`src/rtl/display_pkg.sv`:
```
// Shared types and constants for the display layer controller:
// colour format, palette reset contents and config register map.
package display_pkg;

    localparam int COLOR_W     = 12;
    localparam int PAL_ENTRIES = 4;

    typedef logic [COLOR_W-1:0]                   color_t;
    typedef logic [PAL_ENTRIES-1:0][COLOR_W-1:0]  palette_t;

    // An icon pixel of this value lets lower layers show through.
    localparam color_t TRANSPARENT = 12'h000;

    // Power-up palette: white, black, brown, red.
    localparam color_t PAL_RST_0 = 12'hFFF;
    localparam color_t PAL_RST_1 = 12'h000;
    localparam color_t PAL_RST_2 = 12'h840;
    localparam color_t PAL_RST_3 = 12'hF00;

    // Config register map; addresses 5..7 are reserved and ignored.
    localparam logic [2:0] CFG_ADDR_PAL0  = 3'd0;
    localparam logic [2:0] CFG_ADDR_PAL1  = 3'd1;
    localparam logic [2:0] CFG_ADDR_PAL2  = 3'd2;
    localparam logic [2:0] CFG_ADDR_PAL3  = 3'd3;
    localparam logic [2:0] CFG_ADDR_BLINK = 3'd4;

    // Reset colour for a given world-map code.
    function automatic color_t pal_reset_value(input logic [1:0] code);
        color_t val;
        case (code)
            2'd0:    val = PAL_RST_0;
            2'd1:    val = PAL_RST_1;
            2'd2:    val = PAL_RST_2;
            default: val = PAL_RST_3;
        endcase
        return val;
    endfunction

endpackage

```
`src/rtl/display_cfg_regs.sv`:
```
// Double-buffered palette / blink-mask registers. Writes land in the shadow
// copy; a commit request is held pending and copied into the active copy at
// the next frame boundary. Also owns the per-frame blink counter.
module display_cfg_regs
    import display_pkg::*;
#(
    parameter int NUM_ICONS    = 2,
    parameter int BLINK_FRAMES = 30
) (
    input  logic                 clk,
    input  logic                 reset,
    input  logic                 cfg_we,
    input  logic [2:0]           cfg_addr,
    input  logic [COLOR_W-1:0]   cfg_wdata,
    input  logic                 cfg_commit,
    input  logic                 boundary,
    output palette_t             pal_active,
    output logic [NUM_ICONS-1:0] mask_active,
    output logic                 cfg_pending,
    output logic                 blink_phase
);

    localparam logic [7:0] BLINK_LAST = 8'(BLINK_FRAMES - 1);

    color_t               pal_shadow_reg [PAL_ENTRIES];
    color_t               pal_active_reg [PAL_ENTRIES];
    logic [NUM_ICONS-1:0] mask_shadow_reg;
    logic [NUM_ICONS-1:0] mask_active_reg;
    logic                 pending_reg;
    logic                 phase_reg;
    logic [7:0]           frame_cnt_reg;
    logic                 load;

    // The active copy only moves at a boundary with a commit outstanding; the
    // shadow value used is the one held before this edge, so a write in the
    // same cycle as the load waits for the next commit.
    assign load = boundary && pending_reg;

    genvar gi;
    generate
        for (gi = 0; gi < PAL_ENTRIES; gi++) begin : g_pal
            // Palette entry gi: shadow takes writes, active takes the shadow on load.
            always_ff @(posedge clk) begin
                if (reset) begin
                    pal_shadow_reg[gi] <= pal_reset_value(2'(gi));
                    pal_active_reg[gi] <= pal_reset_value(2'(gi));
                end else begin
                    if (cfg_we && (cfg_addr == (CFG_ADDR_PAL0 + 3'(gi)))) begin
                        pal_shadow_reg[gi] <= cfg_wdata;
                    end
                    if (load) begin
                        pal_active_reg[gi] <= pal_shadow_reg[gi];
                    end
                end
            end

            assign pal_active[gi] = pal_active_reg[gi];
        end
    endgenerate

    // Blink mask shadow/active pair, same update rules as the palette.
    always_ff @(posedge clk) begin
        if (reset) begin
            mask_shadow_reg <= '0;
            mask_active_reg <= '0;
        end else begin
            if (cfg_we && (cfg_addr == CFG_ADDR_BLINK)) begin
                mask_shadow_reg <= cfg_wdata[NUM_ICONS-1:0];
            end
            if (load) begin
                mask_active_reg <= mask_shadow_reg;
            end
        end
    end

    // Commit tracking: a commit always (re)arms pending, so one arriving on the
    // boundary cycle survives that boundary and is applied at the next one.
    always_ff @(posedge clk) begin
        if (reset) begin
            pending_reg <= 1'b0;
        end else if (cfg_commit) begin
            pending_reg <= 1'b1;
        end else if (boundary) begin
            pending_reg <= 1'b0;
        end
    end

    // Frame counter: wraps after BLINK_FRAMES boundaries and flips the phase.
    always_ff @(posedge clk) begin
        if (reset) begin
            frame_cnt_reg <= 8'd0;
            phase_reg     <= 1'b0;
        end else if (boundary) begin
            if (frame_cnt_reg == BLINK_LAST) begin
                frame_cnt_reg <= 8'd0;
                phase_reg     <= ~phase_reg;
            end else begin
                frame_cnt_reg <= frame_cnt_reg + 8'd1;
            end
        end
    end

    assign mask_active = mask_active_reg;
    assign cfg_pending = pending_reg;
    assign blink_phase = phase_reg;

endmodule

```
`src/rtl/display_layer_ctrl.sv`:
```
// Pixel-path controller: two-stage pipeline that picks the highest-priority
// visible icon or the palette-mapped world-map colour, with syncs delayed to
// stay aligned with the RGB output.
module display_layer_ctrl
    import display_pkg::*;
#(
    parameter int   NUM_ICONS    = 2,
    parameter int   BLINK_FRAMES = 30,
    parameter logic SYNC_ACTIVE  = 1'b0
) (
    input  logic                         clk,
    input  logic                         reset,
    input  logic [COLOR_W*NUM_ICONS-1:0] icon_pix,
    input  logic [1:0]                   world_pixel,
    input  logic                         video_on,
    input  logic                         hsync_in,
    input  logic                         vsync_in,
    input  logic                         cfg_we,
    input  logic [2:0]                   cfg_addr,
    input  logic [COLOR_W-1:0]           cfg_wdata,
    input  logic                         cfg_commit,
    output logic                         cfg_pending,
    output logic                         blink_phase,
    output logic [3:0]                   VGA_R,
    output logic [3:0]                   VGA_G,
    output logic [3:0]                   VGA_B,
    output logic                         hsync_out,
    output logic                         vsync_out
);

    // Stage 1
    logic [COLOR_W*NUM_ICONS-1:0] icon_s1_reg;
    logic [1:0]                   world_s1_reg;
    logic                         video_s1_reg;
    logic                         hsync_s1_reg;
    logic                         vsync_s1_reg;

    // Stage 2
    color_t                       rgb_reg;
    logic                         hsync_s2_reg;
    logic                         vsync_s2_reg;

    logic                         boundary;
    palette_t                     pal_active;
    logic [NUM_ICONS-1:0]         mask_active;
    logic [NUM_ICONS-1:0]         icon_show;
    color_t                       color_next;

    // Stage-2 vsync holds the previous stage-1 value, so comparing the two
    // gives a one-cycle pulse on the inactive-to-active edge.
    assign boundary = (vsync_s1_reg == SYNC_ACTIVE) && (vsync_s2_reg != SYNC_ACTIVE);

    display_cfg_regs #(
        .NUM_ICONS    (NUM_ICONS),
        .BLINK_FRAMES (BLINK_FRAMES)
    ) u_cfg (
        .clk         (clk),
        .reset       (reset),
        .cfg_we      (cfg_we),
        .cfg_addr    (cfg_addr),
        .cfg_wdata   (cfg_wdata),
        .cfg_commit  (cfg_commit),
        .boundary    (boundary),
        .pal_active  (pal_active),
        .mask_active (mask_active),
        .cfg_pending (cfg_pending),
        .blink_phase (blink_phase)
    );

    // Stage 1: capture pixel inputs. Syncs reset to their inactive level so
    // leaving reset can never look like a frame boundary.
    always_ff @(posedge clk) begin
        if (reset) begin
            icon_s1_reg  <= '0;
            world_s1_reg <= 2'd0;
            video_s1_reg <= 1'b0;
            hsync_s1_reg <= ~SYNC_ACTIVE;
            vsync_s1_reg <= ~SYNC_ACTIVE;
        end else begin
            icon_s1_reg  <= icon_pix;
            world_s1_reg <= world_pixel;
            video_s1_reg <= video_on;
            hsync_s1_reg <= hsync_in;
            vsync_s1_reg <= vsync_in;
        end
    end

    genvar gi;
    generate
        for (gi = 0; gi < NUM_ICONS; gi++) begin : g_icon
            assign icon_show[gi] =
                (icon_s1_reg[gi*COLOR_W +: COLOR_W] != TRANSPARENT) &&
                !(blink_phase && mask_active[gi]);
        end
    endgenerate

    // Priority mux: scanning from the lowest priority up lets icon 0 win last.
    always_comb begin
        color_next = pal_active[world_s1_reg];
        for (int i = NUM_ICONS - 1; i >= 0; i--) begin
            if (icon_show[i]) begin
                color_next = icon_s1_reg[i*COLOR_W +: COLOR_W];
            end
        end
        if (!video_s1_reg) begin
            color_next = TRANSPARENT;
        end
    end

    // Stage 2: registered colour and syncs.
    always_ff @(posedge clk) begin
        if (reset) begin
            rgb_reg      <= TRANSPARENT;
            hsync_s2_reg <= ~SYNC_ACTIVE;
            vsync_s2_reg <= ~SYNC_ACTIVE;
        end else begin
            rgb_reg      <= color_next;
            hsync_s2_reg <= hsync_s1_reg;
            vsync_s2_reg <= vsync_s1_reg;
        end
    end

    assign VGA_R     = rgb_reg[11:8];
    assign VGA_G     = rgb_reg[7:4];
    assign VGA_B     = rgb_reg[3:0];
    assign hsync_out = hsync_s2_reg;
    assign vsync_out = vsync_s2_reg;

endmodule

```
`config.mk`:
```
export PLATFORM = sky130hd
export DESIGN_NAME = display_layer_ctrl
export DESIGN_NICKNAME = d
export VERILOG_FILES = /design/src/rtl/display_pkg.sv /design/src/rtl/display_cfg_regs.sv /design/src/rtl/display_layer_ctrl.sv
export SDC_FILE = /design/constraint.sdc
export NUM_CORES = 1
export LEC_CHECK = 0
export CORE_MARGIN = 5
export CORE_UTILIZATION = 30
export DETAILED_ROUTE_END_ITERATION = 6
export PLACE_DENSITY = 0.46
export RECOVER_POWER = 100
export SLEW_MARGIN = 20
export SYNTH_ARGS = -nofsm -noshare
export SYNTH_HDL_FRONTEND = slang
export SYNTH_SLANG_ARGS = --single-unit
export TNS_END_PERCENT = 100
```
`constraint.sdc`:
```
create_clock -name clk -period 2.2 [get_ports clk]
set_input_delay 0.33 -clock clk [delete_from_list [all_inputs] [get_ports clk]]
set_output_delay 0.33 -clock clk [all_outputs]
set_load 0.05 [all_outputs]
```
==> flow_metrics.env <==
export IMPL_htree_levels=4
export IMPL_maxSlewHeadroom_pct=20.4
export IMPL_hold_viol_final=0
export IMPL_ys_seq_area_share_pct=67.9
export IMPL_antennaDiodeCount=0
export IMPL_hp_class="in -> reg"
export IMPL_cts_setup_buffers=0
export IMPL_slowest_delay_ps=870
export IMPL_drive_gt1_share_pct=9.44
export IMPL_drt_total_wl_mm=12.8
export IMPL_clock_latency_ps=420
export IMPL_avgSynthCellArea_sq_um=13.7
export IMPL_power_density_nw_per_um2=836
export IMPL_slew_violations=0
export IMPL_final_net_count=556
export IMPL_drtIter0Drc=136
export IMPL_crit_chain="clkdlybuf4s50_1"
export IMPL_ys_types=41
export IMPL_via_count=3424
export IMPL_setup_tns_final_ps=0
export IMPL_design_die_area_sq_um=22700
export IMPL_rows=51
export IMPL_worstSetupStartpointType="flop"
export IMPL_crit_path_end_kind="primary output"
export IMPL_path_class="reg -> out"
export IMPL_start_util_pct=30.4
export IMPL_period_minus_slack_ps=2130
export IMPL_setup_viol=0
export IMPL_grt_pass1_vias=3586
export IMPL_die_h_microns=151
export IMPL_ys_ff_latch=153
export IMPL_vdd_drop_max_uv=433
export IMPL_power_leakage_nw=2.49
export IMPL_avgViaCountPerCell=4.37
export IMPL_rsz0062_at_grt="no"
export IMPL_gp_congestion=0.773
export IMPL_dp_hpwl_mm=8.62
export IMPL_dieWidth_microns=151
export IMPL_drc=0
export IMPL_wl_per_cell_microns=16.3
export IMPL_cts_root_buf="clkbuf_16"
export IMPL_cts_resized=0
export IMPL_crit_fanout=7
export IMPL_yosys_area_top_type_share_pct=48.6
export IMPL_finClkSkew_ps=7.35
export IMPL_clockBufferDepth=2
export IMPL_synth_cells=432
export IMPL_final_area_sq_um=7380
export IMPL_post_dp_cell_area_sq_um=6920
export IMPL_cpMaxStageDelayCell="clkdlybuf4s50_1"
export IMPL_critPathBufInv=1
export IMPL_timing_fmax_mhz=470
export IMPL_ctsHoldBuffers=0
export IMPL_syn_nets=482
export IMPL_synth_area_top_cells="edfxtp_1 49%, dfxtp_1 19%, and2_1 6.3%"
export IMPL_p_total_w=0.00617
export IMPL_antenna_found_initial=0
export IMPL_crit_family="buffers and inverters"
export IMPL_clk_pin_slew_ps=60
export IMPL_syn_area_sq_um=5930
export IMPL_coreArea_sq_um=19500
export IMPL_firstDrtPassIters=5
export IMPL_clock_sinks=153
export IMPL_final_hold_worst_slack_ps=300
export IMPL_tightest_slew_ps=1190
export IMPL_place_ws_ps=251
export IMPL_drv_cap=0
export IMPL_yosysTopAreaCell="edfxtp_1"
export IMPL_drtAntennaViolNets=0
export IMPL_setup_ws_ps=73.1
export IMPL_yosysWarnings=0
export IMPL_cts_tree="yes"
export IMPL_grt_pass1_wl_mm=20.2
export IMPL_outcome="finished, final reports clean"
export IMPL_grt_use_total_pct=12.0
export IMPL_cp_data_required_time_ps=1870
export IMPL_arrival_ps=1800
export IMPL_grt_max_degree=49
export IMPL_grt_overflow=0
export IMPL_fin_crit_sh_pct=96.7
export IMPL_ios=64
export IMPL_syn_to_final_growth_pct=24.6
export IMPL_cts_buffers=17
export IMPL_portBuffers=63
-- cell families after synthesis --
logic type      Yosys count  share of synthesized area, %
simple gates            188                          18.6
flops                   153                          67.9
compound gates           40                          4.54
buf+inv                  27                          2.11
mux                      14                          5.28
xor+xnor                  8                          1.18
fa+ha+maj                 2                         0.422
-- cell type report --
cell class	count	area [sq um]
Sequential cell	153	4020
Timing Repair Buffer	79	709
Inverter	3	15.0
Tap cell	265	332
Fill cell	1872	12100
Multi-Input combinational cell	252	1770
Clock buffer	17	425
Clock inverter	15	104
-- per-stage QoR --
step / std cells / util, %
2_1_floorplan: 432 / -
3_3_place_gp: 752 / 35.6
3_5_place_dp: 752 / 35.6
4_1_cts: 784 / 38.3
5_1_grt: 784 / 37.9
6_report: 784 / 37.9
-- placed cells by master (no fill, tap or decap), types with 3 or more instances in the layout --
master,count
and2_1,31
a21oi_1,10
o21ai_0,11
clkbuf_1,10
xor2_1,3
clkinv_2,3
clkbuf_16,17
nand2_1,11
dfxtp_1,57
or2b_1,4
nor2b_1,29
buf_4,4
mux4_2,6
and2_0,29
clkdlybuf4s50_1,40
dlygate4sd3_1,22
nand4_1,3
inv_6,3
a221oi_1,8
clkinv_4,4
clkinvlp_4,3
nor3_1,7
edfxtp_1,96
or3_1,18
o21bai_1,3
nor4_1,7
nor2_1,23
a22o_1,3
xnor2_1,5
mux4_1,6
or2_2,4
nand2b_1,15
-- worst paths after layout --
check | cells past startpoint | slack, ps | startpoint | endpoint
worst min-delay path | 2 | 300 | reset | u_cfg.cfg_pending
worst max-delay path | 1 | 70 | u_cfg.blink_phase | blink_phase
worst min register to register | 1 | 410 | hsync_s1_reg | hsync_out
worst max register to register | 5 | 190 | vsync_out | u_cfg.pal_active_reg[1][17]
-- synthesized netlist by cell type (all sizes together) --
library cell  number
a211oi             1
a21oi             10
a221oi             8
a22o               3
a31o               1
a32o               2
a32oi              1
and2              60
and3               1
buf                7
clkbuf            17
dfxtp             57
edfxtp            96
ha                 2
inv                3
mux2i              2
mux4              12
nand2             12
nand2b            15
nand3b             2
nand4              3
nor2              23
nor2b             29
nor3               7
nor3b              1
nor4               7
o21ai             11
o21bai             3
or2                5
or2b               4
or3               18
or4b               1
xnor2              5
xor2               3
-- worst register-to-register path, cell delays in order (launching register included) --
cell and delay (ps):
dfxtp_1 340, nor2b_1 250, clkbuf_1 370, a21oi_1 210, clkinvlp_4 110, buf_6 370
-- layer usage --
metal	share of wire [%]	global-route usage (%)	vias up	wire, microns
met5	0	0	-	0
met4	1.8	4.94	0	225
met3	4.9	3.52	14	622
met2	47	19.2	69	6010
met1	46	15.2	1635	5930
li1	-	-	1706	-
-- report_power, final --
part	internal (W)	switching [W]	leakage (nW)
registers	0.00318	0.0000488	1.38
logic	0.000167	0.000192	0.851
clock network	0.00144	0.00114	0.255
total	0.00478	0.00139	2.49
Power figures use the tool's default switching activity.
